===== config.mk =====
export PLATFORM = sky130hd
export DESIGN_NAME = barrier_array
export DESIGN_NICKNAME = d
export VERILOG_FILES = /design/src/rtl/barrier_array.sv
export SDC_FILE = /design/constraint.sdc
export NUM_CORES = 1
export LEC_CHECK = 0
export BUFFER_PORTS_ARGS = -buffer_cell sky130_fd_sc_hd__buf_2
export CORE_AREA = 2 2 142 144
export CTS_BUF_LIST = sky130_fd_sc_hd__clkbuf_2 sky130_fd_sc_hd__clkbuf_4 sky130_fd_sc_hd__clkbuf_8
export CTS_CLUSTER_DIAMETER = 200
export DETAILED_ROUTE_END_ITERATION = 8
export DIE_AREA = 0 0 144 146
export HOLD_SLACK_MARGIN = 0.1
export PLACE_DENSITY = 0.89
export SYNTH_ARGS = -nofsm -noshare
export SYNTH_HDL_FRONTEND = slang
export SYNTH_SLANG_ARGS = --single-unit

===== constraint.sdc =====
create_clock -name clk -period 4.5 [get_ports clk]
set_input_delay 0.45 -clock clk [delete_from_list [all_inputs] [get_ports clk]]
set_output_delay 0.45 -clock clk [all_outputs]
set_load 0.005 [all_outputs]

===== src/rtl/barrier_array.sv =====
// Multi-slot hardware barrier: per-slot participant count, arrival mask and
// wrapping generation counter, with a registered one-cycle release per slot.
module barrier_array #(
  parameter int N_BARRIERS     = 4,
  parameter int N_PARTICIPANTS = 32,
  parameter int GEN_WIDTH      = 8,
  localparam int BW = (N_BARRIERS > 1) ? $clog2(N_BARRIERS) : 1,
  localparam int IW = $clog2(N_PARTICIPANTS),
  localparam int CW = $clog2(N_PARTICIPANTS + 1)
) (
  input  logic                              clk,
  input  logic                              rst,
  input  logic                              i_cfg_valid,
  input  logic [BW-1:0]                     i_cfg_bar,
  input  logic [CW-1:0]                     i_cfg_count,
  input  logic                              i_arrive,
  input  logic [BW-1:0]                     i_arrive_bar,
  input  logic [IW-1:0]                     i_arrive_id,
  output logic [N_BARRIERS-1:0]             o_release,
  output logic [N_BARRIERS*GEN_WIDTH-1:0]   o_gen_out,
  output logic [N_BARRIERS-1:0]             o_pending,
  output logic                              o_err_dup,
  output logic                              o_err_range,
  output logic                              o_err_cfg
);

  logic [CW-1:0]             r_expected [N_BARRIERS];
  logic [N_PARTICIPANTS-1:0] r_mask     [N_BARRIERS];
  logic [CW-1:0]             r_count    [N_BARRIERS];
  logic [GEN_WIDTH-1:0]      r_gen      [N_BARRIERS];
  logic [N_BARRIERS-1:0]     r_release;
  logic                      r_err_dup;
  logic                      r_err_range;
  logic                      r_err_cfg;

  logic w_arr_in;
  logic w_dup;
  logic w_complete;
  logic w_cfg_ok;

  always_comb begin
    w_arr_in   = i_arrive
                 && (32'(i_arrive_bar) < 32'(N_BARRIERS))
                 && (32'(i_arrive_id) < 32'(N_PARTICIPANTS));
    w_dup      = 1'b0;
    w_complete = 1'b0;
    if (w_arr_in) begin
      w_dup      = r_mask[i_arrive_bar][i_arrive_id];
      w_complete = !w_dup && (({1'b0, r_count[i_arrive_bar]} + 1'b1)
                              == {1'b0, r_expected[i_arrive_bar]});
    end
    // Reconfiguring only an idle slot keeps count < expected at all times.
    w_cfg_ok = i_cfg_valid
               && (32'(i_cfg_bar) < 32'(N_BARRIERS))
               && (32'(i_cfg_count) >= 32'd1)
               && (32'(i_cfg_count) <= 32'(N_PARTICIPANTS))
               && (r_count[i_cfg_bar] == '0)
               && !(w_arr_in && (i_arrive_bar == i_cfg_bar));
  end

  always_ff @(posedge clk) begin
    if (rst) begin
      for (int k = 0; k < N_BARRIERS; k++) begin
        r_expected[k] <= CW'(N_PARTICIPANTS);
        r_mask[k]     <= '0;
        r_count[k]    <= '0;
        r_gen[k]      <= '0;
      end
      r_release   <= '0;
      r_err_dup   <= 1'b0;
      r_err_range <= 1'b0;
      r_err_cfg   <= 1'b0;
    end else begin
      r_release   <= '0;
      r_err_dup   <= w_dup;
      r_err_range <= i_arrive && !w_arr_in;
      r_err_cfg   <= i_cfg_valid && !w_cfg_ok;
      for (int k = 0; k < N_BARRIERS; k++) begin
        if (w_arr_in && !w_dup && (i_arrive_bar == BW'(k))) begin
          if (w_complete) begin
            r_mask[k]    <= '0;
            r_count[k]   <= '0;
            r_gen[k]     <= r_gen[k] + 1'b1;
            r_release[k] <= 1'b1;
          end else begin
            r_mask[k][i_arrive_id] <= 1'b1;
            r_count[k]             <= r_count[k] + 1'b1;
          end
        end
        if (w_cfg_ok && (i_cfg_bar == BW'(k))) begin
          r_expected[k] <= i_cfg_count;
        end
      end
    end
  end

  genvar gi;
  generate
    for (gi = 0; gi < N_BARRIERS; gi++) begin : g_slot
      assign o_gen_out[gi*GEN_WIDTH +: GEN_WIDTH] = r_gen[gi];
      assign o_pending[gi]                        = |r_count[gi];
    end
  endgenerate

  assign o_release   = r_release;
  assign o_err_dup   = r_err_dup;
  assign o_err_range = r_err_range;
  assign o_err_cfg   = r_err_cfg;

endmodule


==> run_results.csv <==
group,metric,value,unit
sta,relSlewSlack,25.2,%
yosys,syn_area_per_cell,11.0,sq um
yosys,async_reset_ff_share,0,%
setup_path,rr_endpoint,"r_mask[2][31]",
sta,hold_viol,0,
power,p_leak,4.27,nW
sta,fmax,0.262,GHz
setup_path,worstSetupStartpointType,"input pin",
setup_path,cp-startpoint,"i_arrive_bar[0]",
yosys,synth_top_cell_by_area,"edfxtp_1",
sta,setup_slack,0.689,ns
floorplan,die-area,21000,sq um
clock_network,clkLatencyLatePin,0.53,ns
clock_network,cts_hold_buf,0,
global_route,grt_pass1_vias,9324,
global_route,antenna_found_initial,1,
setup_path,path_max_fanout,30,
setup_path,path_class,"in2reg",
placement,gp_congestion,0.893,
cells_and_area,fin_nets,1100,
floorplan,die-height,146,um
clock_network,cts_resized,0,
yosys,synth-edff-count,208,
setup_path,reg2reg_setup_slack,0.89,ns
cells_and_area,syn_to_final_growth,10.8,%
global_route,grt_pass1_wl,47.5,mm
routing,drc_errors,0,
sta,grt_setup_unrepaired,"false",
clock_network,cts_root_buffer,"clkbuf_8",
yosys,synth-main-ff-cell,"edfxtp_1",
floorplan,num_io_pins,62,
cells_and_area,diodes,0,
global_route,grt-ovfl-total,0,
setup_path,worstRegToRegCells,8,
setup_path,crit-reg2reg-launch,"r_mask[3][7]",
placement,dp_worst_setup_slack,0.255,ns
clock_network,path_clk_slew,0.06,ns
routing,postRouteAntennaNets,0,
clock_network,post-cts-setup-buffer-count,0,
sta,fin_crit,3.81,ns
sta,timing.clock.skew,0.0120,ns
placement,dp_hpwl,18.1,mm
routing,dr.pass1.iters,8,
sta,finalCritPeriodShare,84.7,%
clock_network,ctsLongestPathBuffers,3,
sta,drv_slew,0,
clock_network,cts-buffers-inserted,34,
global_route,gr-usage-all-layers,28.6,%
setup_path,endpoint_kind,"flop",
sta,worst_pin_slew,1.11,ns
yosys,netlist_instances,1049,
clock_network,htree_levels,2,
hold_path,hold_path_class,"in2reg",
routing,avgViaCountPerCell,6.93,
yosys,syn_area,11500,sq um
floorplan,die_width,144,um
clock_network,clock_sinks,214,
power,ir_drop,0.300,mV
routing,drt_wl_total,30.2,mm
yosys,yosys-top-cells-area,"edfxtp_1, o21ai_0, mux4_2",
routing,dr_total_vias,9407,
floorplan,initial_core_util,59.7,%
yosys,ys_warn_count,0,
yosys,ys_seq_area_share,55.1,%
run,drv_cap,0,
setup_path,cp-endpoint,"r_mask[2][31]",
placement,port_buffers,60,
clock_network,cts_tree,"built",
global_route,grt_max_degree,86,
yosys,synth.distinct_cells,45,
yosys,synth_fp_nets,1081,
yosys,synth-seq-cells,214,
yosys,yosys.area.top_type_share,54.1,%
setup_path,worstPathArrival,4.03,ns
cells_and_area,drive_gt1_share,17.0,%
routing,first_iter_violations,1397,
floorplan,num_rows,51,
power,power_density,362,nW/um^2
sta,finalSetupTns,0,ns
floorplan,core_area,19300,sq um
setup_path,crit_required,4.72,ns
routing,wl_per_cell,22.2,um
sta,finalSetupViolCount,0,
run_status,status,"finished clean",
[cell usage after synthesis (2+ instances only)]
cell type	n
nor2_1	33
dfxtp_1	6
or4_1	2
a22oi_1	8
nor2b_1	9
xnor2_1	19
o21ai_0	133
nand3b_1	2
a2111oi_0	7
o21ai_1	4
a31oi_1	5
inv_1	23
nand3_1	55
nand2b_1	15
clkbuf_1	64
ha_1	13
a211oi_1	3
buf_2	14
mux4_2	28
nor3_1	97
nand4_1	5
buf_1	23
xor2_1	28
nand2_1	68
and3_1	11
a21oi_1	2
edfxtp_1	208
and2_1	22
or2_2	4
nor4_1	91
o31ai_1	2
mux2i_1	32
[worst min-delay path by stage]
stage	to	cells past startpoint	slack, ns	from
2_1_floorplan	o_err_cfg	1	0.60	i_cfg_valid
3_3_place_gp	r_gen[0][8]	1	0.64	r_gen[0][8]
3_5_place_dp	r_gen[0][8]	1	0.65	r_gen[0][8]
4_1_cts	o_err_cfg	2	0.17	i_cfg_valid
5_1_grt	o_err_cfg	2	0.17	i_cfg_valid
6_report	o_err_cfg	2	0.18	i_cfg_valid
[cell usage in the layout, fill, tap and decap left out, drive strengths merged, types with 2 or more instances in the layout]
cell	n
clkbuf	49
nand4	5
a31oi	5
buf	86
mux4	28
nand2b	15
nor4	92
dfxtp	6
xnor2	19
inv	24
or2	4
ha	13
nand2	68
nor3	97
a21oi	2
xor2	28
mux2i	32
o21ai	137
a22oi	8
or4	2
clkinvlp	3
edfxtp	208
clkinv	5
a211oi	3
nor2	33
and2	22
o31ai	2
nand3b	2
a2111oi	8
and3	11
bufinv	3
nor2b	9
nand3	55
[sequential cells by signal, indices dropped and copies added, names as in the netlist]
signal      flops
o_err_cfg       1
o_err_dup       1
o_release       4
r_count        24
r_expected     24
r_gen          32
r_mask        128
[critical path, stage by stage]
cell,delay [ns]
buf_2,0.35
buf_12,0.28
mux4_2,0.52
inv_1,0.07
o22ai_1,0.06
or4_1,0.62
nor4_2,0.59
nand2_1,0.46
buf_4,0.34
o21ai_0,0.24
[logic make-up (layout without fill, tap and decap cells)]
| family | Yosys count | in the layout | share of synthesized area, % |
|---|---|---|---|
| AO/OA/AOI/OAI | 169 | 169 | 8.19 |
| adder cells (fa/ha/maj) | 13 | 13 | 1.41 |
| buffers and inverters | 126 | 170 | 4.34 |
| AND/OR/NAND/NOR | 419 | 419 | 19.1 |
| multiplexers | 60 | 60 | 8.23 |
| other | 1 | 1 | 0.0325 |
| flip-flops | 214 | 214 | 55.1 |
| XOR/XNOR | 47 | 47 | 3.56 |
[where the power goes]
group	total [mW]	switching [mW]	leakage, nW	internal, mW
Sequential	2.31	0.0485	2.18	2.26
Clock	1.83	0.775	0.386	1.05
Combinational	0.492	0.339	1.70	0.153
Total	4.63	1.16	4.27	3.47
[layout make-up]
class,instances,area (sq um)
fillers,1325,6540
clock inverters,12,143
well taps,265,332
inverters,23,86.3
multi-input cells,709,4720
repair buffers,86,536
flip-flops and latches,214,6370
clock buffers,49,612
[metal layers]
metal / global-route usage [%] / share of wire, %
met1: 36.8 / 34
met2: 46.3 / 49
met3: 6.42 / 13
met4: 13.0 / 3.7
met5: 0 / 0.043
[through the flow]
step	std cells	cell area, sq um	hold WS, ns	utilization [%]	total power, mW
after CTS	1358	12800	0.172	66.2	4.61
after global placement	1297	12000	0.643	62.3	2.80
after global routing	1358	12800	0.166	66.2	4.75
after floorplan	1049	11500	0.603	-	2.66
after detailed placement	1297	12000	0.645	62.3	2.82
final	1358	12800	0.179	66.2	4.63
Power figures use the tool's default switching activity.
